### config.mk
export PLATFORM = sky130hd
export DESIGN_NAME = id_hazard_scoreboard
export DESIGN_NICKNAME = d
export VERILOG_FILES = /design/src/rtl/id_hazard_scoreboard.sv
export SDC_FILE = /design/constraint.sdc
export NUM_CORES = 1
export LEC_CHECK = 0
export ABC_AREA = 1
export BUFFER_PORTS_ARGS = -buffer_cell sky130_fd_sc_hd__buf_2
export CAP_MARGIN = 0
export CORE_MARGIN = 5
export CORE_UTILIZATION = 63
export CTS_CLUSTER_SIZE = 28
export DETAILED_ROUTE_END_ITERATION = 8
export MAX_ROUTING_LAYER = met4
export PLACE_DENSITY_LB_ADDON = 0.25
export SKIP_LAST_GASP = 1
export SYNTH_ARGS = -nofsm -noshare
export SYNTH_HDL_FRONTEND = slang
export SYNTH_SLANG_ARGS = --single-unit
### constraint.sdc
create_clock -name clk -period 3.4 [get_ports clk]
set_clock_uncertainty 0.15 [all_clocks]
set_input_delay 0.17 -clock clk [delete_from_list [all_inputs] [get_ports clk]]
set_output_delay 0.17 -clock clk [all_outputs]
set_load 0.005 [all_outputs]
### src/rtl/id_hazard_scoreboard.sv
`default_nettype none
// +----------------------------------------------------------------------------+
// | Module      : id_hazard_scoreboard                                         |
// | Description : Decode-stage forwarding select and hazard detection. Tracks  |
// |               FWD_STAGES shadow slots of in-pipe writers plus a per-       |
// |               register counter of outstanding long-latency writes.         |
// | Revision    : 1.0 - initial release                                        |
// +----------------------------------------------------------------------------+
module id_hazard_scoreboard #(
  parameter int NUM_REGS    = 32,
  parameter int REGID_W     = 5,
  parameter int NUM_SRC     = 2,
  parameter int FWD_STAGES  = 3,
  parameter int STG_W       = 2,
  parameter int PEND_W      = 2,
  parameter int FLUSH_DEPTH = 1
) (
  input  logic                       clk,
  input  logic                       rst,
  input  logic                       flush,
  input  logic                       advance,
  input  logic                       issue_valid,
  input  logic                       issue_reg_write,
  input  logic [REGID_W-1:0]         issue_regid,
  input  logic [STG_W-1:0]           issue_rdy_stage,
  input  logic                       issue_long,
  input  logic [NUM_SRC-1:0]         src_read,
  input  logic [NUM_SRC*REGID_W-1:0] src_regid,
  input  logic                       lat_done,
  input  logic [REGID_W-1:0]         lat_regid,
  output logic [NUM_SRC-1:0]         src_fwd_hit,
  output logic [NUM_SRC*STG_W-1:0]   src_fwd_stage,
  output logic                       hazard_stall,
  output logic                       sb_error
);

  localparam logic [PEND_W-1:0] c_cnt_max = '1;

  // Shadow slots: slot 0 is the youngest (EX), higher indices are older.
  logic [FWD_STAGES-1:0] r_slot_valid;
  logic [REGID_W-1:0]    r_slot_regid [FWD_STAGES];
  logic [STG_W-1:0]      r_slot_rdy   [FWD_STAGES];

  // Per-register counter status, flattened so they can be indexed by id.
  logic [NUM_REGS-1:0] w_cnt_nz;
  logic [NUM_REGS-1:0] w_cnt_full;
  logic [NUM_REGS-1:0] w_cnt_err;

  logic [NUM_SRC-1:0]  w_src_stall;
  logic                w_waw_stall;
  logic                w_ovf_stall;
  logic                w_accept;
  logic                w_qualify;
  logic                w_inc_any;
  logic                w_dec_any;
  logic                r_sb_error;

  // Per-source match: youngest matching slot wins; an unready winner stalls.
  for (genvar s = 0; s < NUM_SRC; s++) begin : g_src
    logic [REGID_W-1:0] w_id;
    logic               w_rd;
    logic               w_hit;
    logic [STG_W-1:0]   w_sel;
    logic               w_not_rdy;

    assign w_id = src_regid[s*REGID_W +: REGID_W];
    assign w_rd = src_read[s] && (w_id != '0);

    // Scan oldest to youngest so the last (youngest) match overrides.
    always_comb begin
      w_hit     = 1'b0;
      w_sel     = '0;
      w_not_rdy = 1'b0;
      for (int i = FWD_STAGES - 1; i >= 0; i--) begin
        if (w_rd && r_slot_valid[i] && (r_slot_regid[i] == w_id)) begin
          w_hit     = 1'b1;
          w_sel     = STG_W'(i);
          w_not_rdy = (r_slot_rdy[i] > STG_W'(i));
        end
      end
    end

    assign src_fwd_hit[s]                  = w_hit;
    assign src_fwd_stage[s*STG_W +: STG_W] = w_sel;
    assign w_src_stall[s]                  = w_not_rdy | (w_rd & w_cnt_nz[w_id]);
  end

  // A new writer must not overtake an older in-pipe writer that is not yet ready.
  always_comb begin
    w_waw_stall = 1'b0;
    for (int i = 0; i < FWD_STAGES; i++) begin
      if (issue_reg_write && r_slot_valid[i] && (r_slot_regid[i] == issue_regid)
          && (r_slot_rdy[i] != '0)) begin
        w_waw_stall = 1'b1;
      end
    end
  end

  assign w_ovf_stall  = issue_long & issue_reg_write & w_cnt_full[issue_regid];
  assign hazard_stall = (|w_src_stall) | w_waw_stall | w_ovf_stall;

  assign w_accept  = issue_valid & advance & ~hazard_stall & ~flush;
  assign w_qualify = issue_reg_write & (issue_regid != '0) & ~issue_long;
  assign w_inc_any = w_accept & issue_long & issue_reg_write & (issue_regid != '0);
  assign w_dec_any = lat_done & (lat_regid != '0);

  // Slot pipeline: shift on advance, then flush kills the youngest slots.
  always_ff @(posedge clk or posedge rst) begin
    if (rst) begin
      r_slot_valid <= '0;
      for (int i = 0; i < FWD_STAGES; i++) begin
        r_slot_regid[i] <= '0;
        r_slot_rdy[i]   <= '0;
      end
    end else begin
      if (advance) begin
        for (int i = 1; i < FWD_STAGES; i++) begin
          r_slot_valid[i] <= r_slot_valid[i-1];
          r_slot_regid[i] <= r_slot_regid[i-1];
          r_slot_rdy[i]   <= r_slot_rdy[i-1];
        end
        r_slot_valid[0] <= w_accept & w_qualify;
        r_slot_regid[0] <= issue_regid;
        r_slot_rdy[0]   <= issue_rdy_stage;
      end
      if (flush) begin
        for (int i = 0; i < FLUSH_DEPTH; i++) begin
          r_slot_valid[i] <= 1'b0;
        end
      end
    end
  end

  // Outstanding long-op counters; x0 is never tracked.
  for (genvar r = 0; r < NUM_REGS; r++) begin : g_cnt
    if (r == 0) begin : g_zero
      assign w_cnt_nz[r]   = 1'b0;
      assign w_cnt_full[r] = 1'b0;
      assign w_cnt_err[r]  = 1'b0;
    end else begin : g_live
      logic [PEND_W-1:0] r_cnt;
      logic              w_inc;
      logic              w_dec;

      assign w_inc = w_inc_any & (issue_regid == REGID_W'(r));
      assign w_dec = w_dec_any & (lat_regid == REGID_W'(r));

      // Simultaneous inc and dec cancel; underflow and overflow saturate.
      always_ff @(posedge clk or posedge rst) begin
        if (rst) begin
          r_cnt <= '0;
        end else if (w_inc && !w_dec) begin
          if (r_cnt != c_cnt_max) r_cnt <= r_cnt + 1'b1;
        end else if (w_dec && !w_inc) begin
          if (r_cnt != '0) r_cnt <= r_cnt - 1'b1;
        end
      end

      assign w_cnt_nz[r]   = (r_cnt != '0);
      assign w_cnt_full[r] = (r_cnt == c_cnt_max);
      assign w_cnt_err[r]  = (w_dec & ~w_inc & (r_cnt == '0))
                           | (w_inc & ~w_dec & (r_cnt == c_cnt_max));
    end
  end

  // Sticky error flag for counter misuse.
  always_ff @(posedge clk or posedge rst) begin
    if (rst) begin
      r_sb_error <= 1'b0;
    end else if (|w_cnt_err) begin
      r_sb_error <= 1'b1;
    end
  end

  assign sb_error = r_sb_error;

endmodule
`default_nettype wire

; ---- Word-level counts from Yosys, hierarchy flattened
; Cells that the tools add are included.
[classes]
eq_ne = 164
multipliers = 0
div_mod_pow = 0
n_addsub = 62
shift = 0
bitwise_logic = 300
n_lt_le_gt_ge = 6
mux = 153
reduce_logical = 312
[op_table]
columns = operator, count
row1 = 2-bit 2-to-1 mux, 130
row2 = 1-bit AND, 200
row3 = 2-bit nonzero test, 97
row4 = 5-bit equality test (second input constant), 32
row5 = 3-bit AND reduction, 31
row6 = 1-bit logical AND, 85
row7 = 5-bit by 4-bit equality test with 1-bit output (second input constant), 16
row8 = 1-bit NOT, 65
row9 = 2-bit by 1-bit adder with 2-bit output (second input constant), 31
row10 = 2-bit equality test (second input constant), 31
row11 = 1-bit zero test, 62
row12 = 2-bit zero test, 31
row13 = 2-bit by 1-bit inequality test with 1-bit output (second input constant), 31
row14 = 2-bit inequality test (second input constant), 31
row15 = 2-bit by 1-bit subtractor with 2-bit output (second input constant), 31
row16 = 5-bit equality test, 9
row17 = 5-bit by 3-bit equality test with 1-bit output (second input constant), 8
row18 = 1-bit OR, 35
row19 = 31-bit OR reduction, 1
row20 = 5-bit by 2-bit equality test with 1-bit output (second input constant), 4
row21 = 1-bit 2-to-1 mux, 20
row22 = 5-bit nonzero test, 4
row23 = 5-bit by 6-bit < comparator with 1-bit output (second input constant), 3
row24 = 1-bit binary-select mux with 5-bit select, 3
row25 = other kinds (4), 6
[totals]
input_bits = 32
out_inout_bits = 8
latch_bits = 0
romBits = 0
elab_cells = 1037
mem_bits_rw = 0
n_memories = 0
register_bits = 87

; ---- Depth between registers and ports, before layout
[depth]
depth_word = 23
mapped_depth = 22
depth_no_buf = 21

; ---- Least setup slack after synthesis
; Ideal clock, no wire load.
[synth_path]
kind = reg-to-reg
startpoint = register g_cnt[18].g_live.r_cnt[0]
endpoint = register r_sb_error (netlist: sb_error)
arrival_ps = 2069
setup_ps = 119
setup_slack_ps = 1063
n_path_buf = 1
stages_incl_launch_ff = 21
required_ps = 3131
period_less_slack_ps = 2337
path_cell_list = dfrtp_1 -> or2_2 -> nand2_1 -> nand3_1 -> nand2_1 -> nand2_1 -> nand2_1 -> inv_1 -> nand2_1 -> nand2_1 -> nand3_1 -> nand2_1 -> nor2_4 -> buf_4 -> nand4_1 -> nand3_1 -> o21ai_0 -> nor2_1 -> nand2_1 -> nor2_1 -> nand2_1
[synth_between]
elab_chain_len = 20
elab_cells_between_ends = 241
cone_classes = 1 x eq/ne / 6 x mux / 230 x bitwise / 4 x reduce/logical
[synth_lines]
columns = item, line
row1 = start: declaration, 141  ; logic [PEND_W-1:0] r_cnt;
row2 = start signal: assignment, 153  ; if (r_cnt != c_cnt_max) r_cnt <= r_cnt + 1'b1;
row3 = start signal: assignment, 155  ; if (r_cnt != '0) r_cnt <= r_cnt - 1'b1;
row4 = 2-bit nonzero test, 159  ; assign w_cnt_nz[r] = (r_cnt != '0);
row5 = 1-bit binary-select mux with 5-bit select, 85  ; assign w_src_stall[s] = w_not_rdy | (w_rd & w_cnt_nz[w_id]);
row6 = 1-bit 2-to-1 mux (implied by the code), 85
row7 = 1-bit AND, 85
row8 = 1-bit OR, 85
row9 = 2-bit OR reduction, 100  ; assign hazard_stall = (|w_src_stall) | w_waw_stall | w_ovf_stall;
row10 = 1-bit OR (2 in a row), 100
row11 = 1-bit NOT, 102  ; assign w_accept = issue_valid & advance & ~hazard_stall & ~flush;
row12 = 1-bit AND (2 in a row), 102
row13 = 1-bit AND (3 in a row), 104  ; assign w_inc_any = w_accept & issue_long & issue_reg_write & (issue_regid != '0);
row14 = 1-bit AND, 145  ; assign w_inc = w_inc_any & (issue_regid == REGID_W'(r));
row15 = 1-bit NOT, 161  ; assign w_cnt_err[r] = (w_dec & ~w_inc & (r_cnt == '0))
row16 = 1-bit AND (2 in a row), 161
row17 = 1-bit OR, 162  ; | (w_inc & ~w_dec & (r_cnt == c_cnt_max));
row18 = 31-bit OR reduction (*), 170  ; end else if (|w_cnt_err) begin
row19 = end signal: assignment, 169  ; r_sb_error <= 1'b0;
row20 = end signal: assignment, 171  ; r_sb_error <= 1'b1;
row21 = end: declaration, 56  ; logic r_sb_error;
; Mark *: on every way between the ends. The rest lies on a longest branch, timed or not. The select of a mux whose other input is x is not followed.
; A chain may end at the register's enable or synchronous reset.

; ---- Final worst setup path
[layout_path]
startpoint = register r_slot_regid[12] (netlist name)
endpoint = register g_cnt[29].g_live.r_cnt[0]
[layout_between]
elab_chain_len = 19
elab_cells_between_ends = 32
cone_classes = 4 x eq/ne / 6 x mux / 11 x bitwise / 11 x reduce/logical
[layout_lines]
columns = item, line
row1 = start: declaration, 41  ; logic [REGID_W-1:0] r_slot_regid [FWD_STAGES];
row2 = start signal: indexed assignment, 119  ; r_slot_regid[i] <= r_slot_regid[i-1];
row3 = 5-bit equality test, 92  ; if (issue_reg_write && r_slot_valid[i] && (r_slot_regid[i] == issue_regid)
row4 = 1-bit logical AND, 92
row5 = 1-bit logical AND, 93  ; && (r_slot_rdy[i] != '0)) begin
row6 = 1-bit 2-to-1 mux (3 in a row), 92
row7 = 1-bit OR (*) (2 in a row), 100
row8 = 1-bit NOT (*), 102
row9 = 1-bit AND (*) (2 in a row), 102
row10 = 1-bit AND (*) (3 in a row), 104
row11 = 1-bit AND (*), 145
row12 = 1-bit zero test, 154  ; end else if (w_dec && !w_inc) begin
row13 = 1-bit logical AND, 154
row14 = 2-bit nonzero test (no source line), n/a
row15 = 3-bit AND reduction (no source line), n/a
row16 = end signal: assignment, 153
row17 = end signal: assignment, 155
row18 = end: declaration, 141
; Mark *: on every way between the ends. The rest lies on a longest branch, timed or not.

==> impl_metrics.tcl <==
set metrics [dict create \
    ys_ff_latch 87 \
    drt.antenna.violating_nets 0 \
    h-tree-depth 3 \
    route.detailed.drc 0 \
    antenna_found_initial 0 \
    drv_slew 0 \
    postCtsHoldBufs 6 \
    path_max_fanout 33 \
    n_fill_cell 937 \
    power.density_nw_per_um2 437 \
    drt_iter0_markers 1010 \
    die-area_um2 13500 \
    die_h_um 116 \
    numPortBuffers 39 \
    cts_resized 0 \
    grt_pass1_vias 7126 \
    syn_avg_cell_area_um2 6.17 \
    grt_max_degree 54 \
    fin_crit_sh 0.895 \
    ys_types 35 \
    start_kind "flop" \
    cts_setup_buffers 0 \
    wl_per_cell_um 17.5 \
    worst_ep_required_time_ps 3510 \
    final_area_um2 7830 \
    globalplace.congestion 1.05 \
    synth_nets 1179 \
    worst_slew_pin_slew_ps 946 \
    fin_setup_tns_ps 0 \
    start_util 0.647 \
    hpwl_um 17400 \
    fin_nets 1216 \
    area_growth_pct 10.6 \
    ys_seq_area_frac 0.308 \
    vias 7752 \
    numCtsBuffers 9 \
    rsz0062_at_grt "no" \
    clk_pin_slew_ps 70 \
    slew-limit-headroom 0.369 \
    postPlaceCellArea_um2 7420 \
    viasPerCell 5.83 \
    syn_inst 1147 \
    status "finished, final reports clean" \
    async_flop_share 1.00 \
    drive_gt1_frac 0.0959 \
    clock.fmax_mhz 329 \
    clk_latency_ps 360 \
    root_buffer "clkbuf_16" \
    core_um2 10900 \
    cts_buffer_depth 2 \
    endpoint_kind "flop" \
    drt_first_pass_iters 7 \
    stdcell_count 1329 \
    antenna_cells 0 \
    ir_drop_uv 515 \
    leakagePower_nw 4.01 \
    fin_total_pwr_mw 3.42 \
    grt_pass1_wl_um 37100 \
    track_usage 0.370 \
    syn_area_um2 7080 \
    clock_sinks 87 \
    rows 38 \
    ys.flop_type "dfrtp_1" \
    hold_class "in -> reg" \
    setup_viol 0 \
    criticalPathCategory "reg -> reg" \
    ios 40 \
    synth_edf_count 0 \
    post-route-min-period_ps 3040 \
    hold_slack_ps 23.1 \
    die_w_um 116 \
    finalWirelength_um 23200 \
    cp.arrival_ps 3150 \
    tritoncts "built" \
    yosysWarnings 0 \
    place_inst 1307 \
    finalHoldViolations 0 \
    cap_violations 0 \
    overflow 0 \
]
==> logic make-up after synthesis <==
family | synth area share
compound gates | 0.106
flops | 0.308
buf+inv | 0.112
xor+xnor | 0.0495
simple gates | 0.404
fa+ha+maj | 0.0223
==> stage by stage <==
| step | setup slack, ps | utilization |
|---|---|---|
| 6_report | 358 | 0.716 |
| 5_1_grt | 127 | 0.716 |
| 4_1_cts | 402 | 0.716 |
| 3_5_place_dp | 307 | 0.679 |
| 3_3_place_gp | 334 | 0.679 |
| 2_1_floorplan | 830 | - |
==> cell usage after synthesis, types with 13 or more instances <==
cell type	n	share of area
xor2_1	27	0.033
nand4_2	14	0.025
dfrtp_1	87	0.31
nor2_1	188	0.10
nand4_1	24	0.021
nor3_1	16	0.011
nand3_1	87	0.062
a21oi_1	42	0.030
xnor2_1	13	0.016
maj3_2	14	0.022
inv_1	158	0.084
o21ai_0	70	0.049
nand2_1	332	0.18
==> critical path, cell delays in order, from the launching register on <==
cell	delay, ps
dfrtp_1	450
inv_1	190
nor2_1	70
a21oi_1	230
nand3_1	140
nand3_1	120
a21oi_1	70
nor2_1	160
nand3_1	140
nor2_4	120
buf_12	210
nand4_1	170
or2_2	330
o21ai_0	110
xor2_1	240
==> registers in the layout (all words and copies together), names as in the netlist <==
signal              count
r_slot_valid            3
r_slot_regid           15
g_cnt.g_live.r_cnt     62
r_slot_rdy              6
sb_error                1
==> per-layer routing <==
layer,global-route usage,up-vias,wire length [um]
li1,-,3698,-
met1,0.484,3468,9460
met2,0.533,480,9980
met3,0.104,106,2620
met4,0.165,0,1180
met5,-,-,0
==> cell usage in the layout (no fill, tap or decap), types with 15 or more instances in the layout <==
master | synthesis | layout
nand2_1 | 332 | 332
nor2_1 | 188 | 187
inv_1 | 158 | 157
nand3_1 | 87 | 87
dfrtp_1 | 87 | 87
o21ai_0 | 70 | 70
a21oi_1 | 42 | 42
buf_2 | 12 | 39
xor2_1 | 27 | 27
nand4_1 | 24 | 24
nor3_1 | 16 | 16
buf_4 | 6 | 15
==> layout make-up <==
type                       instances  area, um^2  area share
sequential                        87        2180       0.278
clock inverter                     4        76.3     0.00975
multi-input combinational        862        4120       0.526
clock buffer                      12         267      0.0340
tap                              140         175      0.0224
inverter                         162         609      0.0778
timing repair buffer              62         408      0.0521
==> where the power goes <==
part | internal, mW | total, mW | switching, mW
sequential | 1.18 | 1.33 | 0.154
combinational | 0.296 | 0.934 | 0.638
clock | 0.706 | 1.15 | 0.448
total | 2.18 | 3.42 | 1.24
==> path summary, 6_finish.rpt <==
check,from,endpoint,slack (ps),cells past startpoint
min reg2reg,r_slot_rdy[4]$_DFFE_PP0P_,r_slot_rdy[2]$_DFFE_PP0P_,330,2
min in group asynchronous,rst,g_cnt[6].g_live.r_cnt[0]$_DFFE_PP0P_,390,3
max,r_slot_regid[12]$_DFFE_PP0P_,g_cnt[29].g_live.r_cnt[0]$_DFFE_PP0P_,360,14
max in group asynchronous,rst,g_cnt[17].g_live.r_cnt[1]$_DFFE_PP0P_,2000,4
max reg2reg,r_slot_regid[12]$_DFFE_PP0P_,g_cnt[29].g_live.r_cnt[0]$_DFFE_PP0P_,360,14
min,issue_regid[2],r_slot_regid[12]$_DFFE_PP0P_,20,3
Power figures use the tool's default switching activity.
